### config.mk
export PLATFORM = sky130hd
export DESIGN_NAME = imem_program_loader
export DESIGN_NICKNAME = d
export VERILOG_FILES = /design/src/rtl/imem_program_loader.sv
export SDC_FILE = /design/constraint.sdc
export NUM_CORES = 1
export LEC_CHECK = 0
export ABC_AREA = 1
export BUFFER_PORTS_ARGS = -buffer_cell sky130_fd_sc_hd__buf_4
export CAP_MARGIN = 15
export CORE_MARGIN = 2
export CORE_UTILIZATION = 50
export DETAILED_ROUTE_END_ITERATION = 12
export GPL_ROUTABILITY_DRIVEN = 0
export PLACE_DENSITY = 0.8
export SYNTH_ARGS = -nofsm -noshare
export SYNTH_HDL_FRONTEND = slang
export SYNTH_SLANG_ARGS = --single-unit
### constraint.sdc
create_clock -name clk -period 1.8 [get_ports clk]
set_clock_uncertainty 0.15 [all_clocks]
set_input_delay 0.18 -clock clk [delete_from_list [all_inputs] [get_ports clk]]
set_output_delay 0.18 -clock clk [all_outputs]
set_load 0.02 [all_outputs]
### src/rtl/imem_program_loader.sv
`timescale 1ns/1ps
// imem_program_loader
//   Receives program frames from a host byte stream and writes them into the
//   core's instruction memory. The core is held (PC at 0) from the start of a
//   frame until a frame's checksum verifies.
//   Frame: SYNC, CNT_HI, CNT_LO, N x {HI, LO}, CHK (XOR of the 2N data bytes).
// Ports:
//   clk, reset (async, active low)
//   in_data/in_valid/in_ready  host byte stream (never back-pressured)
//   imem_we/imem_addr/imem_wdata  instruction-memory write port (registered)
//   core_hold                  core stall
//   load_done/load_error       status of the last frame (levels)
//   words_loaded               words written in the current/last frame
module imem_program_loader #(
    parameter int          ADDR_W        = 8,
    parameter logic [7:0]  SYNC_BYTE     = 8'hA5,
    parameter int          TIMEOUT       = 1024,
    parameter bit          HOLD_AT_RESET = 1'b1
) (
    input  logic              clk,
    input  logic              reset,
    input  logic [7:0]        in_data,
    input  logic              in_valid,
    output logic              in_ready,
    output logic              imem_we,
    output logic [ADDR_W-1:0] imem_addr,
    output logic [15:0]       imem_wdata,
    output logic              core_hold,
    output logic              load_done,
    output logic              load_error,
    output logic [ADDR_W:0]   words_loaded
);

    localparam int          TW  = $clog2(TIMEOUT + 1);
    localparam logic [16:0] CAP = 17'd1 << ADDR_W;

    typedef enum logic [2:0] {
        S_IDLE, S_CNT_HI, S_CNT_LO, S_DATA_HI, S_DATA_LO, S_CHECK, S_DONE, S_ERROR
    } state_t;

    state_t              state_q, state_d;
    logic [15:0]         count_q, count_d;
    logic [7:0]          hi_q, hi_d;
    logic [7:0]          chk_q, chk_d;
    logic [TW-1:0]       tmo_q, tmo_d;
    logic                we_q, we_d;
    logic [ADDR_W-1:0]   addr_q, addr_d;
    logic [15:0]         wdata_q, wdata_d;
    logic                hold_q, hold_d;
    logic                done_q, done_d;
    logic                err_q, err_d;
    logic [ADDR_W:0]     wl_q, wl_d;

    logic        accept, in_frame, tmo_hit, is_sync, cnt_over, cnt_zero, last_word, chk_ok;
    logic [15:0] cnt_full;

    assign in_ready  = 1'b1;
    assign accept    = in_valid;
    assign is_sync   = (in_data == SYNC_BYTE);
    assign in_frame  = (state_q inside {S_CNT_HI, S_CNT_LO, S_DATA_HI, S_DATA_LO, S_CHECK});
    // Fires on the TIMEOUT-th consecutive idle cycle inside a frame.
    assign tmo_hit   = in_frame && !accept && (tmo_q == TW'(TIMEOUT - 1));
    assign cnt_full  = {count_q[15:8], in_data};
    assign cnt_over  = ({1'b0, cnt_full} > CAP);
    assign cnt_zero  = (cnt_full == 16'd0);
    assign last_word = ((17'(wl_q) + 17'd1) == {1'b0, count_q});
    assign chk_ok    = (in_data == chk_q);

    // State register plus datapath/output registers
    always_ff @(posedge clk or negedge reset) begin
        if (!reset) begin
            state_q <= S_IDLE;
            count_q <= '0;
            hi_q    <= '0;
            chk_q   <= '0;
            tmo_q   <= '0;
            we_q    <= 1'b0;
            addr_q  <= '0;
            wdata_q <= '0;
            hold_q  <= HOLD_AT_RESET;
            done_q  <= 1'b0;
            err_q   <= 1'b0;
            wl_q    <= '0;
        end else begin
            state_q <= state_d;
            count_q <= count_d;
            hi_q    <= hi_d;
            chk_q   <= chk_d;
            tmo_q   <= tmo_d;
            we_q    <= we_d;
            addr_q  <= addr_d;
            wdata_q <= wdata_d;
            hold_q  <= hold_d;
            done_q  <= done_d;
            err_q   <= err_d;
            wl_q    <= wl_d;
        end
    end

    // Next-state logic
    always_comb begin
        state_d = state_q;
        if (tmo_hit) begin
            state_d = S_ERROR;
        end else if (accept) begin
            unique case (state_q)
                S_IDLE, S_DONE, S_ERROR: if (is_sync) state_d = S_CNT_HI;
                S_CNT_HI:  state_d = S_CNT_LO;
                S_CNT_LO:  state_d = cnt_over ? S_ERROR : (cnt_zero ? S_CHECK : S_DATA_HI);
                S_DATA_HI: state_d = S_DATA_LO;
                S_DATA_LO: state_d = last_word ? S_CHECK : S_DATA_HI;
                S_CHECK:   state_d = chk_ok ? S_DONE : S_ERROR;
            endcase
        end
    end

    // Datapath and output next values
    always_comb begin
        count_d = count_q;
        hi_d    = hi_q;
        chk_d   = chk_q;
        tmo_d   = (in_frame && !accept) ? tmo_q + 1'b1 : '0;
        we_d    = 1'b0;
        addr_d  = addr_q;
        wdata_d = wdata_q;
        hold_d  = hold_q;
        done_d  = done_q;
        err_d   = err_q;
        wl_d    = wl_q;
        if (tmo_hit) begin
            tmo_d  = '0;
            err_d  = 1'b1;
            hold_d = 1'b1;
        end else if (accept) begin
            unique case (state_q)
                S_IDLE, S_DONE, S_ERROR: begin
                    if (is_sync) begin
                        hold_d = 1'b1;
                        done_d = 1'b0;
                        err_d  = 1'b0;
                        wl_d   = '0;
                        chk_d  = '0;
                    end
                end
                S_CNT_HI: count_d[15:8] = in_data;
                S_CNT_LO: begin
                    count_d[7:0] = in_data;
                    if (cnt_over) err_d = 1'b1;
                end
                S_DATA_HI: begin
                    hi_d  = in_data;
                    chk_d = chk_q ^ in_data;
                end
                S_DATA_LO: begin
                    chk_d   = chk_q ^ in_data;
                    we_d    = 1'b1;
                    addr_d  = wl_q[ADDR_W-1:0];
                    wdata_d = {hi_q, in_data};
                    wl_d    = wl_q + 1'b1;
                end
                S_CHECK: begin
                    if (chk_ok) begin
                        done_d = 1'b1;
                        hold_d = 1'b0;
                    end else begin
                        err_d  = 1'b1;
                    end
                end
            endcase
        end
    end

    assign imem_we      = we_q;
    assign imem_addr    = addr_q;
    assign imem_wdata   = wdata_q;
    assign core_hold    = hold_q;
    assign load_done    = done_q;
    assign load_error   = err_q;
    assign words_loaded = wl_q;

endmodule

Word level (Yosys, flattened, before mapping):

Index checks and enable logic that the tools add are counted.

* bits in registers: 83
* bits of input ports: 11
* logic and storage cells: 90

* $add $sub $neg: 3
* magnitude comparators: 1
* equality and inequality tests: 17
* multiplexer cells: 30
* bitwise operators: 2
* reduce and logical (&&, ||, !) cells: 24

Operators with widths (number)
* $mux W11: 2
* $mux W3: 6
* $pmux W3 S6: 1
* $pmux W9 S2: 1
* $eq A10 B16 Y1: 1
* $gt A16 B9 Y1 const B: 1
* $logic_not A16 Y1: 1
* $pmux W8 S2: 1
* $mux W1: 14
* $eq A3 B3 Y1 const B: 4
* $ne A3 B3 Y1 const B: 4
* $reduce_and A3 Y1: 4
* $reduce_and A4 Y1: 3
* $add A11 B1 Y11 const B: 1
* $eq A11 B10 Y1 const B: 1
* $add A9 B1 Y10 const B: 1
* $reduce_and A5 Y1: 2
* $add A9 B1 Y9 const B: 1
* $mux W9: 1
* $eq A8 B8 Y1: 1
* $eq A8 B8 Y1 const B: 1
* $mux W8: 1
* $reduce_bool A2 Y1: 4
* $xor A8 B8 Y8: 1
* other kinds (15): 19

Depth between registers and ports, before layout:

Gate-level depths: netlist of the first run.

* depth in word-level cells: 6
* depth in mapped cells: 14

Least setup slack after synthesis of the first run:

No wires, ideal clock.

* path type: reg2reg
* start: register wl_q[0] (netlist: words_loaded[0])
* end: register state_q[1]
* setup time: 0.119 ns
* data arrival time: 1.638 ns
* required time: 1.531 ns
* setup slack: -0.107 ns
* cell stages (with the launch flop): 13
* buffers on the path: 0
* cell sequence: dfrtp_1 -> ha_1 -> or2_2 -> nand3b_1 -> nand2_1 -> nor2_1 -> nand3_1 -> nor2_1 -> nand2_1 -> nand2_1 -> nand2_1 -> nand2_1 -> nand2_1

* word-level cells in the longest chain between the ends: 6

Ends and longest elaborated chain
* start: declaration: RTL line 52 `logic [ADDR_W:0] wl_q, wl_d;`
* start signal: assignment: RTL line 96 `wl_q <= wl_d;`
* $add A9 B1 Y10: RTL line 66 `assign last_word = ((17'(wl_q) + 17'd1) == {1'b0, count_q});`
* $eq A10 B16 Y1: RTL line 66
* $mux W3: RTL line 111 `S_DATA_LO: state_d = last_word ? S_CHECK : S_DATA_HI;`
* $pmux W3 S6: RTL line 106 `unique case (state_q)`
* $mux W3: RTL line 105 `end else if (accept) begin`
* $mux W3: RTL line 103 `if (tmo_hit) begin`
* end signal: assignment: RTL line 85 `state_q <= state_d;`
* end: declaration: RTL line 41 `state_t state_q, state_d;`

Every way passes these cells. The select of a mux whose other input is x is not followed.
A chain may end at the register's enable or synchronous reset.

Worst setup path in the final report of the first run:

* start: register wl_q[4] (netlist: words_loaded[4])
* end: register state_q[2]

The elaborated chain is that of the path after synthesis.

==> flow_metrics.tcl, run 1 <==
set metrics [dict create \
    status "complete, but fails checks" \
    violations "setup timing" \
    rsz0062_at_grt "yes" \
    grt_first_pass_wirelength_um 15900 \
    ys_types 39 \
    path_common_cell "nand2_1" \
    synth_fa_ha_area_share_pct 0.632 \
    drt_iter0_markers 192 \
    fillerInstances 609 \
    first_global_vias 3574 \
    finalInstanceArea_um2 5160 \
    r2r_slack_ps -30 \
    fin_hold_ws_ps 10.8 \
    wl_per_cell_um 14.2 \
    critPathBufInv 1 \
    power_mw 8.25 \
    syn_area_per_cell_um2 8.17 \
    cts_root_buffer "clkbuf_8" \
    post-route-period-util_pct 102 \
    worstPathArrival_ps 1930 \
    busiest_layer "met2" \
    endpoint_kind "register" \
    rows 32 \
    tritoncts_num_sinks 83 \
    fin_crit_ps 1830 \
    cts.path.max_buffers 2 \
    maxCapViolations 0 \
    hpwl_um 6580 \
    synth.net_count 498 \
    setup_tns_ps -69.2 \
    yosysSeqAreaShare_pct 52.5 \
    die_width_um 93.0 \
    cp_top_family "simple AND/OR/NAND/NOR gates" \
    drv_slew 0 \
    dpl-instance-area_um2 4680 \
    grt_max_degree 46 \
    async_flop_share_pct 100 \
    netlist_instances 485 \
    synthSimpleGateAreaFrac_pct 27.3 \
    place_ws_ps -84.0 \
    max_stage_delay_ps 470 \
    antennaDiodeCount 0 \
    use_met1_pct 28.9 \
    max_freq_ghz 0.545 \
    cts.clk_slew.worst_paths_ps 90 \
    use_met3_pct 4.83 \
    htreeDepth 3 \
    wl_um 9800 \
    synth_compound_area_share_pct 10.2 \
    synthMuxAreaShare_pct 0.253 \
    clock_latency_ps 370 \
    synth-edff-count 0 \
    min_path_type "in2reg" \
    cp_max_fo 6 \
    overflow 0 \
    hold_violations 0 \
    dr.pass1.iters 5 \
    ys_ff_latch 83 \
    fin_nets 595 \
    cts_tree "done" \
    p_per_area_nw_per_um2 1600 \
    critPathKind "reg2reg" \
    initial_core_util_pct 51.5 \
    synth_xor_area_share_pct 2.88 \
    drive_above_1_share_pct 26.7 \
    area_growth_pct 30.4 \
    vias_per_cell 5.30 \
    synthFlopType "dfrtp_1" \
    leakagePower_nw 2.54 \
    core_area_um2 7690 \
    cts-buffers-inserted 9 \
    worst_slack_ps -35.0 \
    ir_drop_uv 745 \
    antenna_found_initial 0 \
    met2_usage_pct 39.4 \
    slowest_stage "dfrtp_1" \
    yosysWarningCount 0 \
    track_usage_pct 23.3 \
    startpoint_type "register" \
    drc_errors 0 \
    finalSetupViolCount 2 \
    syn-cell-area_um2 3960 \
    synth_top_family_by_area "simple AND/OR/NAND/NOR gates" \
    worstPathRequired_ps 1900 \
    final-instance-count-excl-fill 689 \
    num_vias 3650 \
    postRouteAntennaNets 0 \
    num_io_pins 49 \
    dpl.cell_count 657 \
    portBuffers 47 \
    fin_util_pct 67.2 \
    die_y_um 93.0 \
    crit_path_cell_trace "nand2_1 > nor2_1 > nand2_1 > buf_4 > nand3_1 > nand2_1 > nand2_1 > nor2_2 > nand3_1 > nand2_1 > nand2_1 > nand2_1" \
    die_area_um2 8650 \
]
-- kinds of logic (layout without fill, tap and decap cells) --
group	count (synthesis)	count (layout)
simple gates	249	249
other cells	1	1
mux	1	1
buf+inv	61	162
xor+xnor	13	13
compound gates	75	76
fa+ha+maj	2	2
flops	83	83
-- layout by cell type (no fill, tap or decap), types with 2 or more instances in the layout --
cell type / n
nor2_4: 6
nand2_1: 142
nor4_1: 2
nor3_1: 4
inv_1: 43
inv_6: 3
clkbuf_8: 9
o22ai_1: 4
nand3_1: 36
inv_2: 8
buf_12: 2
xnor2_1: 6
nor2_1: 22
o21ai_0: 47
nand2_2: 5
o21ai_1: 13
dlygate4sd3_1: 8
dfrtp_2: 4
nor2_2: 11
buf_4: 85
nand4_1: 8
xor2_1: 2
dfrtp_1: 78
a21oi_2: 2
clkinvlp_4: 2
xnor2_2: 4
a21oi_1: 6
nand3_2: 3
-- worst min-delay path, stage by stage --
cell and delay [ps]:
buf_4 90, xnor2_1 140, o21ai_1 70
-- path summary, 6_finish.rpt --
kind,startpoint,to,depth (start not counted)
worst min register to register,core_hold,core_hold,2
worst min-delay path,in_data[7],chk_q[7],3
max in group asynchronous,reset,hi_q[3],3
worst max register to register,words_loaded[4],state_q[2],12
worst max-delay path,words_loaded[4],state_q[2],12
min in group asynchronous,reset,imem_wdata[1],2
-- cell type report --
| class | instances | area, um2 | share of cell area (%) |
|---|---|---|---|
| sequential | 83 | 2080 | 40.4 |
| tap | 102 | 128 | 2.47 |
| inverter | 51 | 191 | 3.71 |
| clock inverter | 6 | 71.3 | 1.38 |
| multi-input combinational | 342 | 1800 | 34.9 |
| timing repair buffer | 95 | 758 | 14.7 |
| clock buffer | 10 | 128 | 2.47 |
-- power by group --
part / total, mW / leakage (nW) / internal [mW] / switching (mW)
sequential: 3.15 / 1.08 / 2.59 / 0.563
combinational: 3.72 / 1.37 / 1.56 / 2.16
clock: 1.38 / 0.0939 / 0.656 / 0.725
-- cell usage after synthesis (2+ instances only) --
library cell	number	area (um2)
nand3_2	2	20.0
inv_1	45	169
nand3_1	38	190
nand2_2	2	12.5
xnor2_1	10	87.6
nor2_4	2	22.5
nor2_2	2	12.5
nor2_1	35	131
o21ai_1	12	60.1
inv_2	6	22.5
o22ai_1	4	25.0
buf_2	2	10.0
xor2_1	3	26.3
nand4_1	8	50.1
or2_2	2	12.5
nor3_1	4	20.0
nand2_1	146	548
ha_1	2	25.0
clkbuf_1	6	22.5
dfrtp_1	82	2050
nor4_1	2	12.5
a21oi_1	6	30.0
o21ai_0	48	240
-- repair_timing --
| action | in CTS | in global routing |
|---|---|---|
| gates resized for setup | 9 | 29 |
| pin swaps | 9 | 12 |
| hold buffers | 8 | 0 |
| cloned | 0 | 1 |
| setup buffers | 3 | 4 |
| endpoints found under the hold margin | 72 | 0 |
| setup endpoints to repair | 10 | 29 |
-- per-layer routing --
layer	part of all wire [%]	vias up	wire length (um)
met4	2.7	0	260
met5	0	-	0
li1	-	1764	-
met1	42	1727	4120
met3	5.9	28	583
met2	49	131	4840
-- sequential cells by signal, summed over array words and instances, names as in the netlist --
signal,count
count_q,16
imem_wdata,16
tmo_q,11
words_loaded,9
chk_q,8
hi_q,8
imem_addr,8
state_q,3
core_hold,1
imem_we,1
load_done,1
load_error,1
Power figures use the tool's default switching activity.
==> run 2, diff against run 1 <==
--- a/config.mk
+++ b/config.mk
@@ -5,7 +5,6 @@
 export SDC_FILE = /design/constraint.sdc
 export NUM_CORES = 1
 export LEC_CHECK = 0
-export ABC_AREA = 1
 export BUFFER_PORTS_ARGS = -buffer_cell sky130_fd_sc_hd__buf_4
 export CAP_MARGIN = 15
 export CORE_MARGIN = 2
==> run 2 against run 1 <==
Net effect: highest routed layer unchanged; routed wire length increased by 20%; the run still ends with setup timing left; setup slack got worse by 210 ps; synthesized cell count decreased by 13%; critical path type unchanged; core utilization increased by 6.5 points; clock-buffer cell count decreased by 1; sequential power decreased by 3%; non-clock buffer count increased by 36; cell count decreased by 6.2%.
==> flow_metrics.tcl, run 2 <==
set metrics [dict create \
    status "complete, but fails checks" \
    violations "setup timing" \
    fin_util_pct 73.7 \
    netlist_instances 421 \
    p_int_mw 5.20 \
    cp_max_fo 5 \
    num_io_pins 49 \
    die_width_um 94.4 \
    p_per_area_nw_per_um2 1470 \
    place_ws_ps -267 \
    endpoint_kind "register" \
    ys_ff_latch 83 \
    setup_tns_ps -1090 \
    first_global_vias 3608 \
    fin_nets 553 \
    antenna_found_initial 0 \
    postRouteAntennaNets 0 \
    min_path_type "in2reg" \
    p_sw_mw 3.25 \
    ys_top_cells_by_count "nand2_1, dfrtp_1, nor2_1, o21ai_1, mux2_2" \
    worstPathRequired_ps 1930 \
    htreeDepth 3 \
    cp-startpoint "words_loaded[1]" \
    ys_types 52 \
    rows 32 \
    hpwl_um 7440 \
    yosysWarningCount 0 \
    worst_slack_ps -248 \
    post-route-period-util_pct 114 \
    track_usage_pct 25.7 \
    grt_first_pass_wirelength_um 17600 \
    ir_drop_uv 951 \
    yosysMostFrequentCell "nand2_1" \
    r2r_end "state_q[2]" \
    die_area_um2 8920 \
    synthTopCellsByArea "dfrtp_1, nand2_1, mux2_2" \
    drc_errors 0 \
    rsz0062_at_grt "yes" \
    async_flop_share_pct 100 \
    final_cell_mix "buf_4, nand2_1, dfrtp_1" \
    hold_violations 0 \
    antennaDiodeCount 0 \
    vias_per_cell 5.81 \
    clkPwrFrac_pct 17.7 \
    netlist.area_leader.share_pct 50.2 \
    synth-edff-count 0 \
    fin_hold_ws_ps 34.9 \
    dr.pass1.iters 5 \
    num_vias 3752 \
    maxCapViolations 0 \
    cts_root_buffer "clkbuf_8" \
    synthFlopType "dfrtp_1" \
    die_y_um 94.4 \
    drv_slew 0 \
    cts-buffers-inserted 9 \
    r2r_cells 7 \
    regToRegStartpoint "words_loaded[1]" \
    finalSetupViolCount 15 \
    worstPathArrival_ps 2170 \
    initial_core_util_pct 52.4 \
    syn-cell-area_um2 4090 \
    area_growth_pct 40.6 \
    critPathKind "reg2reg" \
    yosysSeqAreaShare_pct 50.8 \
    drt_iter0_markers 326 \
    crit_path_end "state_q[2]" \
    cts.path.max_buffers 2 \
    overflow 0 \
    fin_crit_ps 2050 \
    clock_latency_ps 370 \
    final_common_cell "buf_4" \
    wl_per_cell_um 18.2 \
    r2r_slack_ps -250 \
    leakagePower_nw 2.79 \
    cts_tree "done" \
    wl_um 11700 \
    drive_above_1_share_pct 40.1 \
    grt_max_degree 38 \
    synth.net_count 434 \
    portBuffers 47 \
    power_mw 8.45 \
    max_freq_ghz 0.488 \
    syn_area_per_cell_um2 9.71 \
    cts.clk_slew.worst_paths_ps 90 \
    tritoncts_num_sinks 83 \
    core_area_um2 7810 \
    startpoint_type "register" \
    combPwrFrac_pct 46.0 \
    p_seq_share_pct 36.4 \
    yosysTopAreaCell "dfrtp_1" \
    switching_share_pct 38.5 \
]
-- run 2: cell count changes in the layout (fill, tap and decap cells not counted), moves of 19 or more --
cell | before | now
nand3_1 | 36 | 9
o21ai_0 | 47 | 5
inv_1 | 43 | 5
nand2_1 | 142 | 89
buf_4 | 85 | 111
mux2_2 | 0 | 19
-- run 2: cells by family (layout without fill, tap and decap cells) --
| group | Yosys count | after routing | share of synthesized area, % |
|---|---|---|---|
| buf+inv | 30 | 153 | 3.00 |
| flops | 83 | 83 | 50.8 |
| fa+ha+maj | 2 | 2 | 0.612 |
| xor+xnor | 28 | 28 | 6.00 |
| mux | 24 | 24 | 6.61 |
| simple gates | 186 | 186 | 21.9 |
| compound gates | 67 | 67 | 11.0 |
| other cells | 1 | 1 | 0.0917 |
-- run 2: area by class of cell --
cell class	count	area [um2]
clock buffers	9	124
multi-input cells	308	2180
inverters	7	33.8
repair buffers	131	1110
flip-flops and latches	83	2080
well taps	102	128
fillers	521	2060
clock inverters	6	88.8
-- run 2: repair_timing --
action,4_1_cts,5_1_grt
resized for setup,10,54
endpoints found under the hold margin,89,0
setup endpoints to repair,14,38
pin swaps,4,18
hold buffers,4,0
setup buffers,2,4
gates cloned,0,1
-- run 2: worst min-delay path by stage --
| stage | end | cells after the start | slack (ps) | from |
|---|---|---|---|---|
| 3_3_place_gp | tmo_q[10] | 1 | -50 | reset |
| 6_report | imem_wdata[5] | 4 | 30 | in_data[5] |
| 2_1_floorplan | chk_q[0] | 0 | -270 | reset |
| 4_1_cts | imem_wdata[5] | 4 | 20 | in_data[5] |
| 5_1_grt | imem_wdata[5] | 4 | 50 | in_data[5] |
| 3_5_place_dp | tmo_q[2] | 1 | -40 | reset |
-- run 2: metal layers --
layer | up-vias | GRT usage, % | wire length (um)
met5 | - | 0 | 0
met4 | 0 | 12.7 | 495
met3 | 50 | 4.07 | 694
met2 | 168 | 42.9 | 5910
met1 | 1837 | 32.6 | 4640
li1 | 1697 | - | -
-- run 2: power by group through the flow --
stage          clock network, mW  logic, mW  registers (mW)
2_1_floorplan                  0       1.80            3.27
3_3_place_gp                   0       3.26            3.00
3_5_place_dp                   0       3.39            3.04
4_1_cts                     1.51       3.49            3.02
5_1_grt                     1.57       4.16            3.16
6_report                    1.50       3.88            3.07
-- run 2: critical path, cell delays in order, from the launching register on --
cell and delay [ps]:
dfrtp_2 440, ha_4 180, and3_4 180, and3_4 180, xnor2_1 130, nor4_2 380, nand2_1 120, o31ai_2 200
-- run 2: metrics by stage --
step                instance area [um2]  instances
floorplan                          4160        421
global placement                   5140        620
detailed placement                 5140        620
CTS                                5450        641
global route                       5750        646
finish                             5750        646
